$ cat config.mk
export PLATFORM = sky130hd
export DESIGN_NAME = write_rr_arbiter_flat
export DESIGN_NICKNAME = d
export VERILOG_FILES = /design/src/rtl/write_rr_arbiter_if.sv /design/src/rtl/write_rr_arbiter.sv /design/src/flat_wrapper.sv
export SDC_FILE = /design/constraint.sdc
export NUM_CORES = 1
export LEC_CHECK = 0
export ABC_CLOCK_PERIOD_IN_PS = 3900
export CAP_MARGIN = 10
export CORE_MARGIN = 1.5
export CORE_UTILIZATION = 40
export DETAILED_ROUTE_END_ITERATION = 7
export HOLD_SLACK_MARGIN = 0.15
export PLACE_DENSITY_LB_ADDON = 0.25
export RECOVER_POWER = 50
export SLEW_MARGIN = 20
export SYNTH_ARGS = -nofsm -noshare
export SYNTH_HDL_FRONTEND = slang
export SYNTH_SLANG_ARGS = --single-unit
$ cat constraint.sdc
create_clock -name clk -period 3.9 [get_ports clk]
set_clock_uncertainty 0.15 [all_clocks]
set_input_delay 0.585 -clock clk [delete_from_list [all_inputs] [get_ports clk]]
set_output_delay 0.585 -clock clk [all_outputs]
set_load 0.05 [all_outputs]
$ cat src/rtl/write_rr_arbiter_if.sv
// Write-arbiter bus: per-port requests/end-of-burst marks in, one-hot grant and beat strobe out.
interface write_rr_arbiter_if #(
    parameter int num_of_ports = 16,
    parameter int id_width     = 4
);
  logic [num_of_ports-1:0] req;
  logic [num_of_ports-1:0] req_last;
  logic                    sram_ready;
  logic [num_of_ports-1:0] grant;
  logic                    grant_valid;
  logic [id_width-1:0]     grant_id;
  logic                    beat_en;
  logic [6:0]              burst_cnt;
  logic                    timeout_err;

  modport master (
    output req, req_last, sram_ready,
    input  grant, grant_valid, grant_id, beat_en, burst_cnt, timeout_err
  );

  modport slave (
    input  req, req_last, sram_ready,
    output grant, grant_valid, grant_id, beat_en, burst_cnt, timeout_err
  );
endinterface

$ cat src/rtl/write_rr_arbiter.sv
// Round-robin burst write arbiter: 1-clk req->grant, grant held to last beat or max_burst; beats gated by sram_ready.
// Optional WRITE_ARB_WATCHDOG_EN releases a grant whose port stays idle for wd_timeout cycles.
module write_rr_arbiter #(
    parameter int num_of_ports = 16,
    parameter int max_burst    = 64,
    parameter int id_width     = 4
`ifdef WRITE_ARB_WATCHDOG_EN
    ,
    parameter int wd_timeout   = 255
`endif
) (
    input logic                clk,
    input logic                rst_n,
    write_rr_arbiter_if.slave  arb
);
  typedef enum logic {IDLE, BURST} state_t;

  state_t                  r_state, w_state_nxt;
  logic [num_of_ports-1:0] r_grant, w_grant_nxt;
  logic [id_width-1:0]     r_grant_id, w_grant_id_nxt;
  logic [6:0]              r_burst_cnt, w_burst_cnt_nxt;
  logic [id_width-1:0]     r_ptr, w_ptr_nxt;

  logic                    w_found;
  logic [id_width-1:0]     w_pick;
  logic                    w_beat;
  logic                    w_cnt_max;
  logic                    w_wd_fire;
  logic                    w_release;

  // Scan downward in offset so the lowest offset from the pointer wins; id wraps naturally.
  always_comb begin
    logic [id_width-1:0] idx;
    w_found = 1'b0;
    w_pick  = r_ptr;
    idx     = r_ptr;
    for (int i = num_of_ports - 1; i >= 0; i--) begin
      idx = r_ptr + id_width'(i);
      if (arb.req[idx]) begin
        w_found = 1'b1;
        w_pick  = idx;
      end
    end
  end

  assign w_beat    = (r_state == BURST) & arb.req[r_grant_id] & arb.sram_ready;
  assign w_cnt_max = (r_burst_cnt == 7'(max_burst - 1));
  assign w_release = (w_beat & (arb.req_last[r_grant_id] | w_cnt_max)) | w_wd_fire;

`ifdef WRITE_ARB_WATCHDOG_EN
  localparam int WD_W = $clog2(wd_timeout + 1);
  logic [WD_W-1:0] r_idle_cnt;

  assign w_wd_fire = (r_state == BURST) & ~arb.req[r_grant_id]
                     & (r_idle_cnt == WD_W'(wd_timeout - 1));

  always_ff @(posedge clk or negedge rst_n) begin
    if (!rst_n) begin
      r_idle_cnt <= '0;
    end else if ((r_state != BURST) || arb.req[r_grant_id] || w_release) begin
      r_idle_cnt <= '0;
    end else begin
      r_idle_cnt <= r_idle_cnt + WD_W'(1);
    end
  end

  assign arb.timeout_err = w_wd_fire;
`else
  assign w_wd_fire       = 1'b0;
  assign arb.timeout_err = 1'b0;
`endif

  always_ff @(posedge clk or negedge rst_n) begin
    if (!rst_n) begin
      r_state     <= IDLE;
      r_grant     <= '0;
      r_grant_id  <= '0;
      r_burst_cnt <= '0;
      r_ptr       <= '0;
    end else begin
      r_state     <= w_state_nxt;
      r_grant     <= w_grant_nxt;
      r_grant_id  <= w_grant_id_nxt;
      r_burst_cnt <= w_burst_cnt_nxt;
      r_ptr       <= w_ptr_nxt;
    end
  end

  always_comb begin
    w_state_nxt     = r_state;
    w_grant_nxt     = r_grant;
    w_grant_id_nxt  = r_grant_id;
    w_burst_cnt_nxt = r_burst_cnt;
    w_ptr_nxt       = r_ptr;
    case (r_state)
      IDLE: begin
        if (w_found) begin
          w_state_nxt     = BURST;
          w_grant_nxt     = num_of_ports'(1) << w_pick;
          w_grant_id_nxt  = w_pick;
          w_burst_cnt_nxt = '0;
        end
      end
      BURST: begin
        // Pointer moves only on release, bounding every requester's wait.
        if (w_release) begin
          w_state_nxt     = IDLE;
          w_grant_nxt     = '0;
          w_grant_id_nxt  = '0;
          w_burst_cnt_nxt = '0;
          w_ptr_nxt       = r_grant_id + id_width'(1);
        end else if (w_beat) begin
          w_burst_cnt_nxt = r_burst_cnt + 7'd1;
        end
      end
    endcase
  end

  assign arb.grant       = r_grant;
  assign arb.grant_valid = (r_state == BURST);
  assign arb.grant_id    = r_grant_id;
  assign arb.beat_en     = w_beat;
  assign arb.burst_cnt   = r_burst_cnt;
endmodule

$ cat src/flat_wrapper.sv
// flat-port wrapper written by rule: the top's interface ports become plain ports
module write_rr_arbiter_flat 
#(
    parameter int num_of_ports = 16,
    parameter int max_burst    = 64,
    parameter int id_width     = 4

)
  (clk, rst_n, arb_req, arb_req_last, arb_sram_ready, arb_grant, arb_grant_valid, arb_grant_id, arb_beat_en, arb_burst_cnt, arb_timeout_err);
  write_rr_arbiter_if #(.num_of_ports(num_of_ports), .id_width(id_width)) arb_i ();
  input logic clk;
  input logic rst_n;
  input wire logic [$bits(arb_i.req)-1:0] arb_req;
  input wire logic [$bits(arb_i.req_last)-1:0] arb_req_last;
  input wire logic [$bits(arb_i.sram_ready)-1:0] arb_sram_ready;
  output wire logic [$bits(arb_i.grant)-1:0] arb_grant;
  output wire logic [$bits(arb_i.grant_valid)-1:0] arb_grant_valid;
  output wire logic [$bits(arb_i.grant_id)-1:0] arb_grant_id;
  output wire logic [$bits(arb_i.beat_en)-1:0] arb_beat_en;
  output wire logic [$bits(arb_i.burst_cnt)-1:0] arb_burst_cnt;
  output wire logic [$bits(arb_i.timeout_err)-1:0] arb_timeout_err;
  assign arb_i.req = arb_req;
  assign arb_i.req_last = arb_req_last;
  assign arb_i.sram_ready = arb_sram_ready;
  assign arb_grant = arb_i.grant;
  assign arb_grant_valid = arb_i.grant_valid;
  assign arb_grant_id = arb_i.grant_id;
  assign arb_beat_en = arb_i.beat_en;
  assign arb_burst_cnt = arb_i.burst_cnt;
  assign arb_timeout_err = arb_i.timeout_err;
  write_rr_arbiter #(.num_of_ports(num_of_ports), .max_burst(max_burst), .id_width(id_width)) u_core (.clk(clk), .rst_n(rst_n), .arb(arb_i));
endmodule
Yosys cells after proc, flatten, opt, wreduce, memory -nomap -nowiden
Cells that the tools add are included.

Register bits: 32. Latch bits: 0. Bits in writable memories: 0. Bits in read-only memories: 0. Bits of input ports: 35. Logic and storage cells: 133. Memories kept: 0.

Add/subtract/negate cells: 17. Multipliers: 0. Divide/modulo/power cells: 0. $lt $le $gt $ge: 17. Eq/ne operators: 4. Shifts and indexed selects: 1. Muxes and demuxes: 81. Bitwise operators: 5. Reductions and logical operators: 3.

Operators with widths (count): 4-bit by 5-bit less-than comparator with 1-bit output (second input constant) (17); 1-bit binary-select mux with 4-bit select (18); 4-bit 2-to-1 mux (18); 1-bit 2-to-1 mux (36); 4-bit adder (second input constant) (8); 16-bit 2-to-1 mux (2); 16-bit one-hot mux with 2 select lines (1); 7-bit 2-to-1 mux (3); 4-bit by 3-bit adder with 4-bit output (second input constant) (4); 1-bit by 4-bit << shifter with 16-bit output (first input constant) (1); 7-bit one-hot mux with 2 select lines (1); 4-bit by 1-bit adder with 4-bit output (second input constant) (2); 4-bit by 2-bit adder with 4-bit output (second input constant) (2); 4-bit one-hot mux with 2 select lines (1); 7-bit by 1-bit adder with 7-bit output (second input constant) (1); 7-bit by 6-bit == test with 1-bit output (second input constant) (1); 2-bit AND reduction (3); 1-bit bitwise AND (3); 3-bit != test (second input constant) (1); 2-bit by 1-bit != test with 1-bit output (second input constant) (1); 2-bit != test (second input constant) (1); 1-bit one-hot mux with 2 select lines (1); 1-bit inverter (1); 1-bit OR (1).

Longest topological paths before layout
Depth in word-level cells: 22. Depth in mapped cells: 15.

Worst setup path before layout
No wires, ideal clock.

Path kind: reg2reg. From: register u_core.r_ptr[0]. To: register u_core.r_grant[11] (netlist: u_core.arb.grant[11]). Arrival time: 3.626 ns. Required time: 3.628 ns. Path slack: 0.002 ns. Cell stages (with the launch flop): 16. Path through: dfrtp_1 -> buf_6 -> buf_12 -> buf_12 -> inv_1 -> ha_1 -> buf_2 -> mux4_2 -> mux2_2 -> mux2_2 -> or2_1 -> o221ai_1 -> o2111ai_1 -> a31oi_2 -> nor2_1 -> a32o_1.

Longest elaborated chain between the ends: 22. Elaborated cells on any way between the ends: 84. Classes of those cells: add/sub (15); eq/ne (1); shift (1); mux (66); reduce/logical (1).

Ends and longest elaborated chain: start, declared (line write_rr_arbiter.sv:22) `logic [id_width-1:0] r_ptr, w_ptr_nxt;`; start signal, assigned (line write_rr_arbiter.sv:85) `r_ptr <= w_ptr_nxt;`; 4-bit adder (line write_rr_arbiter.sv:38) `idx = r_ptr + id_width'(i);`; 1-bit binary-select mux with 4-bit select (line write_rr_arbiter.sv:39) `if (arb.req[idx]) begin`; 1-bit 2-to-1 mux (implied by the code) (line write_rr_arbiter.sv:39); 4-bit 2-to-1 mux (16 in a row) (line write_rr_arbiter.sv:39); 1-bit by 4-bit << shifter with 16-bit output (line write_rr_arbiter.sv:99) `w_grant_nxt = num_of_ports'(1) << w_pick;`; 16-bit 2-to-1 mux (line write_rr_arbiter.sv:97) `if (w_found) begin`; 16-bit one-hot mux with 2 select lines (line write_rr_arbiter.sv:95) `case (r_state)`; end signal, assigned (line write_rr_arbiter.sv:82) `r_grant <= w_grant_nxt;`; end, declared (line write_rr_arbiter.sv:19) `logic [num_of_ports-1:0] r_grant, w_grant_nxt;`.

Several ways; a longest one is shown, not always the timed one. The select of a mux whose other input is x is not followed. A chain may end at the register's enable or synchronous reset.

Worst setup path in the final report
From: input arb_req[1]. To: register u_core.r_grant[11] (netlist: u_core.arb.grant[11]).

Longest elaborated chain between the ends: 21. Elaborated cells on any way between the ends: 75. Classes of those cells: eq/ne (2); shift (1); mux (68); bitwise (3); reduce/logical (1).

Ends and longest elaborated chain: start, declared (line flat_wrapper.sv:13) `input wire logic [$bits(arb_i.req)-1:0] arb_req;`; 1-bit binary-select mux with 4-bit select (line write_rr_arbiter.sv:39); 1-bit 2-to-1 mux (implied by the code) (line write_rr_arbiter.sv:39); 4-bit 2-to-1 mux (16 in a row) (line write_rr_arbiter.sv:39); 1-bit by 4-bit << shifter with 16-bit output (line write_rr_arbiter.sv:99); 16-bit 2-to-1 mux (line write_rr_arbiter.sv:97); 16-bit one-hot mux with 2 select lines (line write_rr_arbiter.sv:95).

Several ways; a longest one is shown, not always the timed one. The select of a mux whose other input is x is not followed.

==> flow_summary.ini <==
[outcome]
status = finished with violations
violations = capacitance limit, slew limit

[floorplan]
start_util_pct = 41.6
io_pins = 65
core-area_um2 = 9820
die_height_um = 104
die_width_um = 104
rows = 36
fp.dieArea_um2 = 10800

[sta]
finalSetupViolations = 0
worstMarginPinSlew_ns = 1.69
grt_setup_unrepaired = true
hold_viol = 0
drv_slew = 33
fmax_mhz = 262
fin_crit_ns = 3.81
relSlewSlack_pct = -12.5
finalSetupTns_ns = 0
fin_crit_sh_pct = 97.8

[placement]
gp_congestion = 0.947
dp.final_hpwl_um = 11000
placed_area_um2 = 5500
io_buffers = 63

[critical_path]
cp-start-kind = primary input
cp-end-kind = flip-flop
crit_required_ns = 3.93
path_max_fanout = 6
path_class = primary input to flip-flop
reg2reg_to = u_core.arb.grant[11]
r2r-start = u_core.r_ptr[0]
reg2reg_slack_ns = 0.10
crit_top_cell = buf_4
slowest_stage = clkdlybuf4s50_1
path_cells = clkdlybuf4s50_1 > buf_4 > mux4_1 > mux2i_1 > buf_4 > mux2i_1 > buf_4 > a2111oi_4 > buf_4 > nand4_1 > a31o_2 > nand4_1 > nor2_1 > a32o_1
r2r_cells = 15
critPathMaxStageDelay_ns = 0.54
critPathArrivalTime_ns = 3.84

[final_layout]
area.growth.synth_to_final_pct = 38.5
diodes = 0
design_area_um2 = 5660
drive_above_1_share_pct = 32.6
fillers = 926
multi_input_area_um2 = 3080
regArea_um2 = 802
final_nets = 608

[detailed_routing]
postRouteWirelength_um = 13800
first_pass_iters = 4
vias_per_cell = 5.99
vias = 4178
drtIter0Drc = 339
drcViolationCount = 0
wl_per_cell_um = 19.8
antenna_left = 0

[clock_network]
clockRootBuffer = clkbuf_8
clock_path_buffers = 2
cts.sink_count = 32
holdBufCountCts = 0
clkLatencyLatePin_ns = 0.29
cts.htree.levels = 2
cts.clk_slew.worst_paths_ns = 0.07
cts_tree = yes
cts_buffers = 5

[yosys]
async_flop_share_pct = 100
avgSynthCellArea_um2 = 9.86
synthTopCellsByArea = dfrtp_1 (20%), mux4_2 (15%), mux2i_1 (8.3%), mux2_2 (4.1%), a22o_1 (3.4%)
syn_area_um2 = 4080
synth-edff-count = 0
synth_common_cells = mux2i_1 (34), dfrtp_1 (32), nand2_1 (31)
synth_top_cell_by_area = dfrtp_1
synth_warnings = 0
synthCells = 414
yosysMostFrequentCell = mux2i_1
synth.top_cell.area_share_pct = 19.6
synth_fp_nets = 458
ys.flop_type = dfrtp_1
yosysUniqueCellTypes = 77
ys_seq_elements = 32
synth_seq_area_share_pct = 19.6

[job]
maxCapViolCount = 1

[global_routing]
globalRoute.totalOverflow = 0
grt_max_degree = 39
grt_pass1_wl_um = 22300
grt_pass1_vias = 4104
track_usage_pct = 25.8
antenna_found_initial = 0

[hold_path]
hp-class = flip-flop to flip-flop
worstHoldPathCells = 1
hp-start = u_core.arb.grant[15]
min_to = u_core.arb.grant[15]
-- layout make-up --
| type | instances | share of cell area [%] |
|---|---|---|
| inverter | 13 | 0.863 |
| sequential | 32 | 14.2 |
| timing repair buffer | 170 | 25.7 |
| clock inverter | 2 | 0.619 |
| tap | 133 | 2.94 |
| clock buffer | 6 | 1.28 |
| multi-input combinational | 342 | 54.4 |
-- registers in the layout, summed over array words and instances, names as in the netlist --
register,count
u_core.arb.grant_valid,1
u_core.r_ptr,4
u_core.arb.grant,16
u_core.arb.grant_id,4
u_core.arb.burst_cnt,7
-- how the worst max path moves through the flow --
| stage | startpoint | endpoint | slack [ns] | cells after the start |
|---|---|---|---|---|
| floorplan | u_core.r_ptr[0] | u_core.arb.grant[11] | 0.002 | 15 |
| global route | arb_req[1] | u_core.arb.grant[15] | -0.03 | 14 |
| finish | arb_req[1] | u_core.arb.grant[11] | 0.09 | 14 |
| CTS | u_core.r_ptr[0] | u_core.arb.grant[11] | 0.03 | 11 |
| global placement | arb_req[8] | u_core.arb.grant[11] | -0.12 | 13 |
| detailed placement | arb_req[15] | u_core.arb.grant[11] | -0.14 | 12 |
-- per-stage QoR --
stage / util (%) / std cells / hold WS, ns / worst slack (ns)
6_report: 57.6 / 698 / 0.346 / 0.0868
5_1_grt: 57.6 / 698 / 0.366 / -0.0259
4_1_cts: 57.1 / 696 / 0.352 / 0.0290
3_5_place_dp: 56.0 / 688 / 0.339 / -0.137
3_3_place_gp: 56.0 / 688 / 0.329 / -0.118
2_1_floorplan: - / 414 / 0.139 / 0.00243
-- cell families after synthesis --
kind of cell / count (synthesis) / synth area share, %
AO/OA/AOI/OAI: 120 / 23.1
multiplexers: 82 / 30.7
adder cells (fa/ha/maj): 9 / 2.76
flip-flops: 32 / 19.6
AND/OR/NAND/NOR: 113 / 14.0
XOR/XNOR: 17 / 3.83
other: 1 / 0.0919
buffers and inverters: 40 / 5.85
-- critical path, delay by kind of cell --
kind / cells / cell delay [ns]
AO/OA/AOI/OAI: 3 / 0.87
buffers and inverters: 5 / 1.21
multiplexers: 3 / 0.75
AND/OR/NAND/NOR: 3 / 0.42
-- routing by layer --
layer | track usage [%] | wire [um] | up-vias
met5 | 0 | 0 | -
met4 | 6.15 | 287 | 0
met3 | 3.01 | 754 | 25
met2 | 42.4 | 6570 | 159
met1 | 36.4 | 6210 | 2051
li1 | - | - | 1943
-- cell usage in the layout (no fill, tap or decap), types with 8 or more instances in the layout --
master             n
mux4_2            29
nor2_1            21
clkdlybuf4s50_1   50
o21ai_0           21
dfrtp_1           31
mux2i_1           34
a22o_1            16
buf_4            105
a21oi_1           18
dlygate4sd3_1     12
nand3_1           18
inv_1             12
mux2_2            15
nand2b_1           8
ha_1               8
and3_1             8
nand2_1           31
xnor2_1           11
-- timing repair --
item                                    4_1_cts  5_1_grt
setup buffers                                 0        2
gates resized for setup                       0        8
endpoints found under the setup margin        0       26
Power is not shown: default switching activity piles up to over one toggle a cycle in this logic, so the estimate is an artifact.
